===== src/rtl/fc_argmax_seq.sv =====
// Sequential argmax over one captured vector of unsigned post-ReLU neuron scores.
// The vector is captured in one cycle, scanned one score per cycle, and the result is offered over valid/ready.
module fc_argmax_seq #(
  parameter int IN_WIDTH  = 23,
  parameter int N_CLASS   = 10,
  localparam int IDX_WIDTH = ($clog2(N_CLASS) > 1) ? $clog2(N_CLASS) : 1
) (
  input  logic                         clk,
  input  logic                         rst_n,
  input  logic                         in_valid,
  output logic                         in_ready,
  input  logic [N_CLASS*IN_WIDTH-1:0]  in_data,
  output logic                         out_valid,
  input  logic                         out_ready,
  output logic [IDX_WIDTH-1:0]         out_class,
  output logic [IN_WIDTH-1:0]          out_score,
  output logic                         out_zero,
  output logic                         busy
);

  typedef enum logic [1:0] {IDLE, SCAN, DONE} state_t;

  state_t                        state_reg, state_next;
  logic [N_CLASS*IN_WIDTH-1:0]   cap_reg, cap_next;
  logic [IN_WIDTH-1:0]           best_reg, best_next;
  logic [IDX_WIDTH-1:0]          idx_reg, idx_next;
  logic [IDX_WIDTH-1:0]          cnt_reg, cnt_next;
  logic [IDX_WIDTH-1:0]          oclass_reg, oclass_next;
  logic [IN_WIDTH-1:0]           oscore_reg, oscore_next;
  logic                          ozero_reg, ozero_next;

  logic [IN_WIDTH-1:0]           score [N_CLASS];
  logic [IN_WIDTH-1:0]           cur_score;
  logic                          better;
  logic [IN_WIDTH-1:0]           scan_best;
  logic [IDX_WIDTH-1:0]          scan_idx;

  genvar gi;
  generate
    for (gi = 0; gi < N_CLASS; gi++) begin : g_split
      assign score[gi] = cap_reg[gi*IN_WIDTH +: IN_WIDTH];
    end
  endgenerate

  // Strict compare: on a tie the earlier (lower) index is kept.
  assign cur_score = score[cnt_reg];
  assign better    = (cur_score > best_reg);
  assign scan_best = better ? cur_score : best_reg;
  assign scan_idx  = better ? cnt_reg : idx_reg;

  always_comb begin
    state_next  = state_reg;
    cap_next    = cap_reg;
    best_next   = best_reg;
    idx_next    = idx_reg;
    cnt_next    = cnt_reg;
    oclass_next = oclass_reg;
    oscore_next = oscore_reg;
    ozero_next  = ozero_reg;
    case (state_reg)
      IDLE: begin
        if (in_valid) begin
          cap_next  = in_data;
          best_next = in_data[IN_WIDTH-1:0];
          idx_next  = '0;
          cnt_next  = IDX_WIDTH'(1);
          if (N_CLASS == 1) begin
            state_next  = DONE;
            oclass_next = '0;
            oscore_next = in_data[IN_WIDTH-1:0];
            ozero_next  = (in_data[IN_WIDTH-1:0] == '0);
          end else begin
            state_next = SCAN;
          end
        end
      end
      SCAN: begin
        best_next = scan_best;
        idx_next  = scan_idx;
        cnt_next  = cnt_reg + 1'b1;
        if (cnt_reg == IDX_WIDTH'(N_CLASS - 1)) begin
          state_next  = DONE;
          oclass_next = scan_idx;
          oscore_next = scan_best;
          ozero_next  = (scan_best == '0);
        end
      end
      DONE: begin
        if (out_ready) begin
          state_next = IDLE;
        end
      end
      default: state_next = IDLE;
    endcase
  end

  always_ff @(posedge clk or negedge rst_n) begin
    if (!rst_n) begin
      state_reg  <= IDLE;
      cap_reg    <= '0;
      best_reg   <= '0;
      idx_reg    <= '0;
      cnt_reg    <= '0;
      oclass_reg <= '0;
      oscore_reg <= '0;
      ozero_reg  <= 1'b0;
    end else begin
      state_reg  <= state_next;
      cap_reg    <= cap_next;
      best_reg   <= best_next;
      idx_reg    <= idx_next;
      cnt_reg    <= cnt_next;
      oclass_reg <= oclass_next;
      oscore_reg <= oscore_next;
      ozero_reg  <= ozero_next;
    end
  end

  // Handshake flags decode the state register only, so no in_* to out_* path exists.
  assign in_ready  = (state_reg == IDLE);
  assign out_valid = (state_reg == DONE);
  assign busy      = (state_reg != IDLE);
  assign out_class = oclass_reg;
  assign out_score = oscore_reg;
  assign out_zero  = ozero_reg;

endmodule


===== config.mk =====
export PLATFORM = sky130hd
export DESIGN_NAME = fc_argmax_seq
export DESIGN_NICKNAME = d
export VERILOG_FILES = /design/src/rtl/fc_argmax_seq.sv
export SDC_FILE = /design/constraint.sdc
export NUM_CORES = 1
export LEC_CHECK = 0
export ABC_AREA = 1
export CAP_MARGIN = 10
export CORE_MARGIN = 2
export CORE_UTILIZATION = 30
export CTS_CLUSTER_DIAMETER = 120
export DETAILED_ROUTE_END_ITERATION = 16
export DONT_BUFFER_PORTS = 1
export SLEW_MARGIN = 10
export SYNTH_ARGS = -nofsm -noshare
export SYNTH_HDL_FRONTEND = slang
export SYNTH_SLANG_ARGS = --single-unit

===== constraint.sdc =====
create_clock -name clk -period 6.81 [get_ports clk]
set_input_delay 1.362 -clock clk [delete_from_list [all_inputs] [get_ports clk]]
set_output_delay 1.362 -clock clk [all_outputs]
set_load 0.02 [all_outputs]

==> results of run 1 <==
## kinds of logic (layout without fill, tap and decap cells)
kind of cell	Yosys count	in the layout	synth area share [%]
AOI/OAI and AO/OA	181	181	7.273
xor gates and xnor gates	1	1	0.06113
adders and majority gates	25	25	2.183
buffers and inverters	209	171	6.566
DFF	291	291	50.82
muxes	21	21	1.650
other	0	9	0
and+or+nand+nor	1160	1160	31.45
## worst max path at each step
stage | slack (ps) | depth (start not counted) | startpoint | endpoint
after floorplan | 4140 | 24 | cnt_reg[0] | out_zero
after global placement | 1500 | 21 | cnt_reg[0] | out_zero
after detailed placement | 1470 | 20 | cnt_reg[0] | out_zero
after CTS | 1440 | 20 | cnt_reg[0] | out_zero
after global routing | 830 | 21 | cnt_reg[0] | out_zero
final | 1330 | 20 | cnt_reg[0] | out_zero
## cells in the final DEF (no fill, tap or decap), types with 3 or more instances in the layout
| cell type | netlist | layout |
|---|---|---|
| a21oi_1 | 8 | 8 |
| buf_4 | 5 | 10 |
| bufinv_16 | 0 | 5 |
| clkbuf_1 | 61 | 9 |
| clkbuf_16 | 0 | 36 |
| clkbuf_8 | 0 | 3 |
| clkinv_2 | 0 | 5 |
| dfrtp_1 | 291 | 289 |
| diode_2 | 0 | 9 |
| ha_1 | 25 | 25 |
| inv_1 | 91 | 91 |
| inv_2 | 5 | 5 |
| mux2_2 | 21 | 21 |
| nand2_1 | 885 | 884 |
| nand3_1 | 93 | 93 |
| nor2_1 | 174 | 174 |
| o211ai_1 | 15 | 15 |
| o21ai_0 | 113 | 113 |
| o21ai_1 | 14 | 14 |
| o221ai_1 | 23 | 23 |
| o22ai_1 | 6 | 6 |
## routing by layer
layer | vias to the layer above | routed length (µm) | GRT usage, %
li1 | 5800 | - | -
met1 | 5845 | 21130 | 25.67
met2 | 407 | 22210 | 30.09
met3 | 93 | 3834 | 5.686
met4 | 6 | 1879 | 9.050
met5 | - | 38 | 0
## stage by stage
step | worst slack [ps] | total power (µW) | cells | util, %
finish | 1326 | 9533 | 2474 | 33.40
global route | 827.6 | 10370 | 2471 | 33.39
CTS | 1435 | 9567 | 2465 | 33.34
detailed placement | 1472 | 7543 | 2402 | 30.81
global placement | 1501 | 7431 | 2402 | 30.81
floorplan | 4139 | 6379 | 1888 | -
## power by group through the flow
stage / sequential [µW] / combinational [µW] / clock, µW
floorplan: 2990 / 3390 / 0
global placement: 3300 / 4130 / 0
detailed placement: 3300 / 4240 / 0
CTS: 3290 / 4260 / 2020
global route: 3390 / 4900 / 2080
finish: 3280 / 4270 / 1980
## worst max-delay path, cell delays in order, from the launching register on
cell and delay [ps]:
dfrtp_4 990, inv_2 580, buf_4 480, o21ai_0 510
nand3_1 130, nand3_1 130, nand2_1 100, ha_1 280
nand2_1 80, nor2_1 150, nand3_1 90, nor2_1 170
nand3_2 410, nand2_2 650, nand2_1 100, nand2_1 110
nor2_1 50, nand2_1 120, nor2_1 60, nand3_1 80
nand2_1 50
## cell type report
cell class                 instances  area, µm²
antenna                            9      22.52
clock buffer                      48      975.9
clock inverter                    15      224.0
fill                            5105      31600
inverter                          98      372.9
multi-input combinational       1388       6121
sequential                       291       7287
tap                              615      769.5
timing repair buffer              10      75.07
==> flow_metrics.env, run 1 <==
export IMPL_status="complete, but fails checks"
export IMPL_violations="slew limit"
export IMPL_place_gp_congestion=0.9027
export IMPL_seq_power_share_pct=34.4
export IMPL_io_buffer_count=0
export IMPL_cts_tree="done"
export IMPL_synth_top_area_cell="dfrtp_1"
export IMPL_final_nets=2083
export IMPL_slew_violations=56
export IMPL_ioPinCount=265
export IMPL_totalWireLength_mm=49.09
export IMPL_reg2reg_slack_ps=1330
export IMPL_required_ps=7250
export IMPL_slew_headroom_pct=-2.821
export IMPL_arrival_ps=5920
export IMPL_drive_above_1_share_pct=5.459
export IMPL_critPathCaptureType="flop"
export IMPL_clock_sinks=291
export IMPL_netlist_top_cells_count="nand2_1, dfrtp_1, nor2_1, o21ai_0, nand3_1"
export IMPL_ys_async_sr_fraction_pct=100.0
export IMPL_drv_cap=0
export IMPL_finalHoldViolations=0
export IMPL_clockPowerShare_pct=20.8
export IMPL_cts_buffer_depth=3
export IMPL_hold_start="cap_reg[169]"
export IMPL_design_area_um2=15850
export IMPL_synth_area_top_cells="dfrtp_1, nand2_1, nor2_1"
export IMPL_p_leak_uw=0.008160
export IMPL_path_clk_slew_ps=60
export IMPL_synth_nets=2147
export IMPL_whs_endpoint="cap_reg[169]"
export IMPL_cp_start_kind="flop"
export IMPL_antenna_found_initial=11
export IMPL_vias=12150
export IMPL_via_per_inst=4.911
export IMPL_period_minus_slack_ps=5484
export IMPL_synth_edf_count=0
export IMPL_die_y_um=222.6
export IMPL_rsz0062_at_grt="no"
export IMPL_intPower_uw=5153
export IMPL_r2r_start="cnt_reg[0]"
export IMPL_yosysSeqAreaShare_pct=50.82
export IMPL_die_w_um=222.6
export IMPL_insertion_delay_ps=560
export IMPL_comb_power_share_pct=44.8
export IMPL_postCtsSetupBuffers=0
export IMPL_tns_ps=0
export IMPL_rows=80
export IMPL_syn2layout_area_growth_pct=10.59
export IMPL_syn_inst=1888
export IMPL_dp_hpwl_mm=35.52
export IMPL_finalCritPeriodShare_pct=80.52
export IMPL_largest_reg_flops=230
export IMPL_max_clock_freq_mhz=182.4
export IMPL_synthesis_area_um2=14330
export IMPL_tightest_slew_ps=1542
export IMPL_drc=0
export IMPL_grt_pass1_vias=12080
export IMPL_critPathKind="flop to flop"
export IMPL_irDropWorstVdd_uv=227.2
export IMPL_drtIter0Drc=1087
export IMPL_setup_violations=0
export IMPL_hold_class="flop to flop"
export IMPL_hold_buffers=0
export IMPL_hold_slack_ps=473.0
export IMPL_yosysWarningCount=0
export IMPL_cts_resized=0
export IMPL_grt_pass1_wl_mm=73.73
export IMPL_post_dp_cell_area_um2=14620
export IMPL_cts_htree_levels=2
export IMPL_swShare_pct=45.94
export IMPL_cellPowerDensity_nw_per_um2=601.5
export IMPL_reg2reg_depth=20
export IMPL_yosysMostFrequentCell="nand2_1"
export IMPL_yosys_register_bits=291
export IMPL_ant_nets=0
export IMPL_dr_pass1_iters=5
export IMPL_yosysUniqueCellTypes=29
export IMPL_grt_util_all_layers_pct=19.66
export IMPL_core_area_um2=47450
export IMPL_synth_top_area_share_pct=50.82
export IMPL_worstHoldPathCells=2
export IMPL_synth_ff_type="dfrtp_1"
export IMPL_dieArea_um2=49530
export IMPL_cts_made_buffers=35
export IMPL_wire_per_inst_um=19.84
export IMPL_switchingPower_uw=4380
export IMPL_path_max_fanout=84
export IMPL_fin_worst_skew_ps=36.83
export IMPL_grt_max_degree=292
export IMPL_root_buffer="clkbuf_16"
export IMPL_postSynthAreaPerCell_um2=7.590
export IMPL_overflow=0
export IMPL_r2r_end="out_zero"
export IMPL_start_util_pct=30.20
Power figures use the tool's default switching activity.
==> inputs of run 2 (changes only) <==
==> constraint.sdc (replaced) <==
create_clock -name clk -period 5.5 [get_ports clk]
set_input_delay 1.1 -clock clk [delete_from_list [all_inputs] [get_ports clk]]
set_output_delay 1.1 -clock clk [all_outputs]
set_load 0.02 [all_outputs]
==> run 2 against run 1 <==
Net effect:
- routed wire length up 0.90%
- largest power group unchanged
- non-clock buffer count decreased by 1
- largest cell class unchanged
- the run now ends clean
- critical endpoint unchanged
- sequential power up 20%
- critical path type unchanged
- critical path depth grew 1
- highest routed layer unchanged
==> flow_metrics.env, run 2 (synthesis gave the netlist of run 1 again) <==
export IMPL_status="finished, final reports clean"
export IMPL_cts_made_buffers=38
export IMPL_cts_buffer_depth=3
export IMPL_cellPowerDensity_nw_per_um2=750.2
export IMPL_setup_violations=0
export IMPL_crit_path_start="cnt_reg[1]"
export IMPL_rows=80
export IMPL_postCtsSetupBuffers=0
export IMPL_design_area_um2=15920
export IMPL_met1_usage_pct=27.18
export IMPL_cts_resized=0
export IMPL_utilization_pct=33.56
export IMPL_root_buffer="clkbuf_16"
export IMPL_grt_pass1_wl_mm=74.64
export IMPL_grt_busiest_layer="met2"
export IMPL_grt_max_degree=292
export IMPL_path_max_fanout=31
export IMPL_io_buffer_count=0
export IMPL_vias=12260
export IMPL_drtIter0Drc=1246
export IMPL_path_clk_slew_ps=60
export IMPL_finalHoldViolations=0
export IMPL_rsz0062_at_grt="no"
export IMPL_layout_common_cells="nand2_1, dfrtp_1, nor2_1"
export IMPL_finalCritPeriodShare_pct=84.03
export IMPL_reg2reg_depth=21
export IMPL_tightest_slew_ps=959.3
export IMPL_dp_hpwl_mm=35.33
export IMPL_final_common_cell="nand2_1"
export IMPL_ant_nets=0
export IMPL_r2r_start="cnt_reg[1]"
export IMPL_required_ps=5950
export IMPL_critPathCaptureType="flop"
export IMPL_cts_htree_levels=2
export IMPL_start_util_pct=30.20
export IMPL_tns_ps=0
export IMPL_dieArea_um2=49530
export IMPL_die_w_um=222.6
export IMPL_fin_worst_skew_ps=39.66
export IMPL_syn2layout_area_growth_pct=11.11
export IMPL_irDropWorstVdd_uv=414.8
export IMPL_ioPinCount=265
export IMPL_final_nets=2085
export IMPL_period_minus_slack_ps=4622
export IMPL_antenna_found_initial=7
export IMPL_post_dp_cell_area_um2=14660
export IMPL_die_y_um=222.6
export IMPL_largest_reg_flops=230
export IMPL_arrival_ps=5070
export IMPL_use_met2_pct=29.44
export IMPL_drv_cap=0
export IMPL_cp_start_kind="flop"
export IMPL_place_gp_congestion=0.9337
export IMPL_slew_headroom_pct=35.98
export IMPL_drc=0
export IMPL_hold_class="primary input to async pin"
export IMPL_dp_slack_ps=946.5
export IMPL_core_area_um2=47450
export IMPL_via_per_inst=4.960
export IMPL_grt_util_all_layers_pct=19.88
export IMPL_critPathKind="flop to flop"
export IMPL_overflow=0
export IMPL_totalWireLength_mm=49.54
export IMPL_clock_sinks=291
export IMPL_met3_usage_pct=4.377
export IMPL_finalPower_uw=11940
export IMPL_p_leak_uw=0.008192
export IMPL_grt_pass1_vias=12150
export IMPL_drive_above_1_share_pct=5.297
export IMPL_insertion_delay_ps=560
export IMPL_dr_pass1_iters=5
export IMPL_hold_buffers=0
export IMPL_max_clock_freq_mhz=216.4
export IMPL_cts_tree="done"
export IMPL_setup_ws_ps=878.5
export IMPL_slew_violations=0
export IMPL_wire_per_inst_um=20.05
run 2: cell types whose count changed in the layout (fill, tap and decap cells not counted), moves of 3 or more:
cell,change
buf_12,+4
diode_2,-3
clkinv_2,-4
clkbuf_1,+3
clkbuf_16,+3
buf_4,-5
run 2: worst paths after layout:
| check | endpoint | slack [ps] |
|---|---|---|
| min in group clk | cap_reg[88] | 470 |
| worst min register to register | cap_reg[88] | 470 |
| worst min-delay path | cap_reg[100] | 280 |
| worst max register to register | out_zero | 880 |
| worst max-delay path | out_zero | 880 |
| max in group asynchronous | best_reg[17] | 4800 |
run 2: layout make-up:
cell class / count / area, µm²
Timing Repair Buffer: 9 / 117.6
Sequential cell: 291 / 7287
Tap cell: 615 / 769.5
Inverter: 98 / 372.9
Clock buffer: 55 / 1076
Antenna cell: 6 / 15.01
Clock inverter: 9 / 168.9
Multi-Input combinational cell: 1388 / 6115
Fill cell: 5095 / 31520
run 2: stage by stage:
stage               instances  hold WS (ps)
floorplan                1888         443.6
global placement         2401         458.3
detailed placement       2401         459.9
CTS                      2465         229.6
global route             2470         250.5
finish                   2471         279.5
run 2: critical path, stage by stage, from the launching register on:
cell	delay, ps
dfrtp_2	390
inv_1	690
buf_4	380
nor2_1	70
o21ai_0	160
nand3_1	120
nand3_1	130
nand2_1	120
ha_1	290
nand2_1	70
nor2_1	150
nand3_1	100
nor2_1	180
nand3_2	420
nand2_2	650
nand2_1	130
nand2_1	150
nor2_1	70
nand2_1	70
nor2_1	60
nand3_1	70
nand2_1	50
run 2: per-layer routing:
metal  routed length [µm]  vias up
met4                 2309        2
met1                22070     5908
li1                     -     5808
met3                 3381      107
met5                   14        -
met2                21760      432
run 2: power breakdown:
group | internal [µW] | total [µW] | switching, µW
clock network | 1550 | 2520 | 973
logic | 1750 | 5500 | 3750
registers | 3180 | 3930 | 748
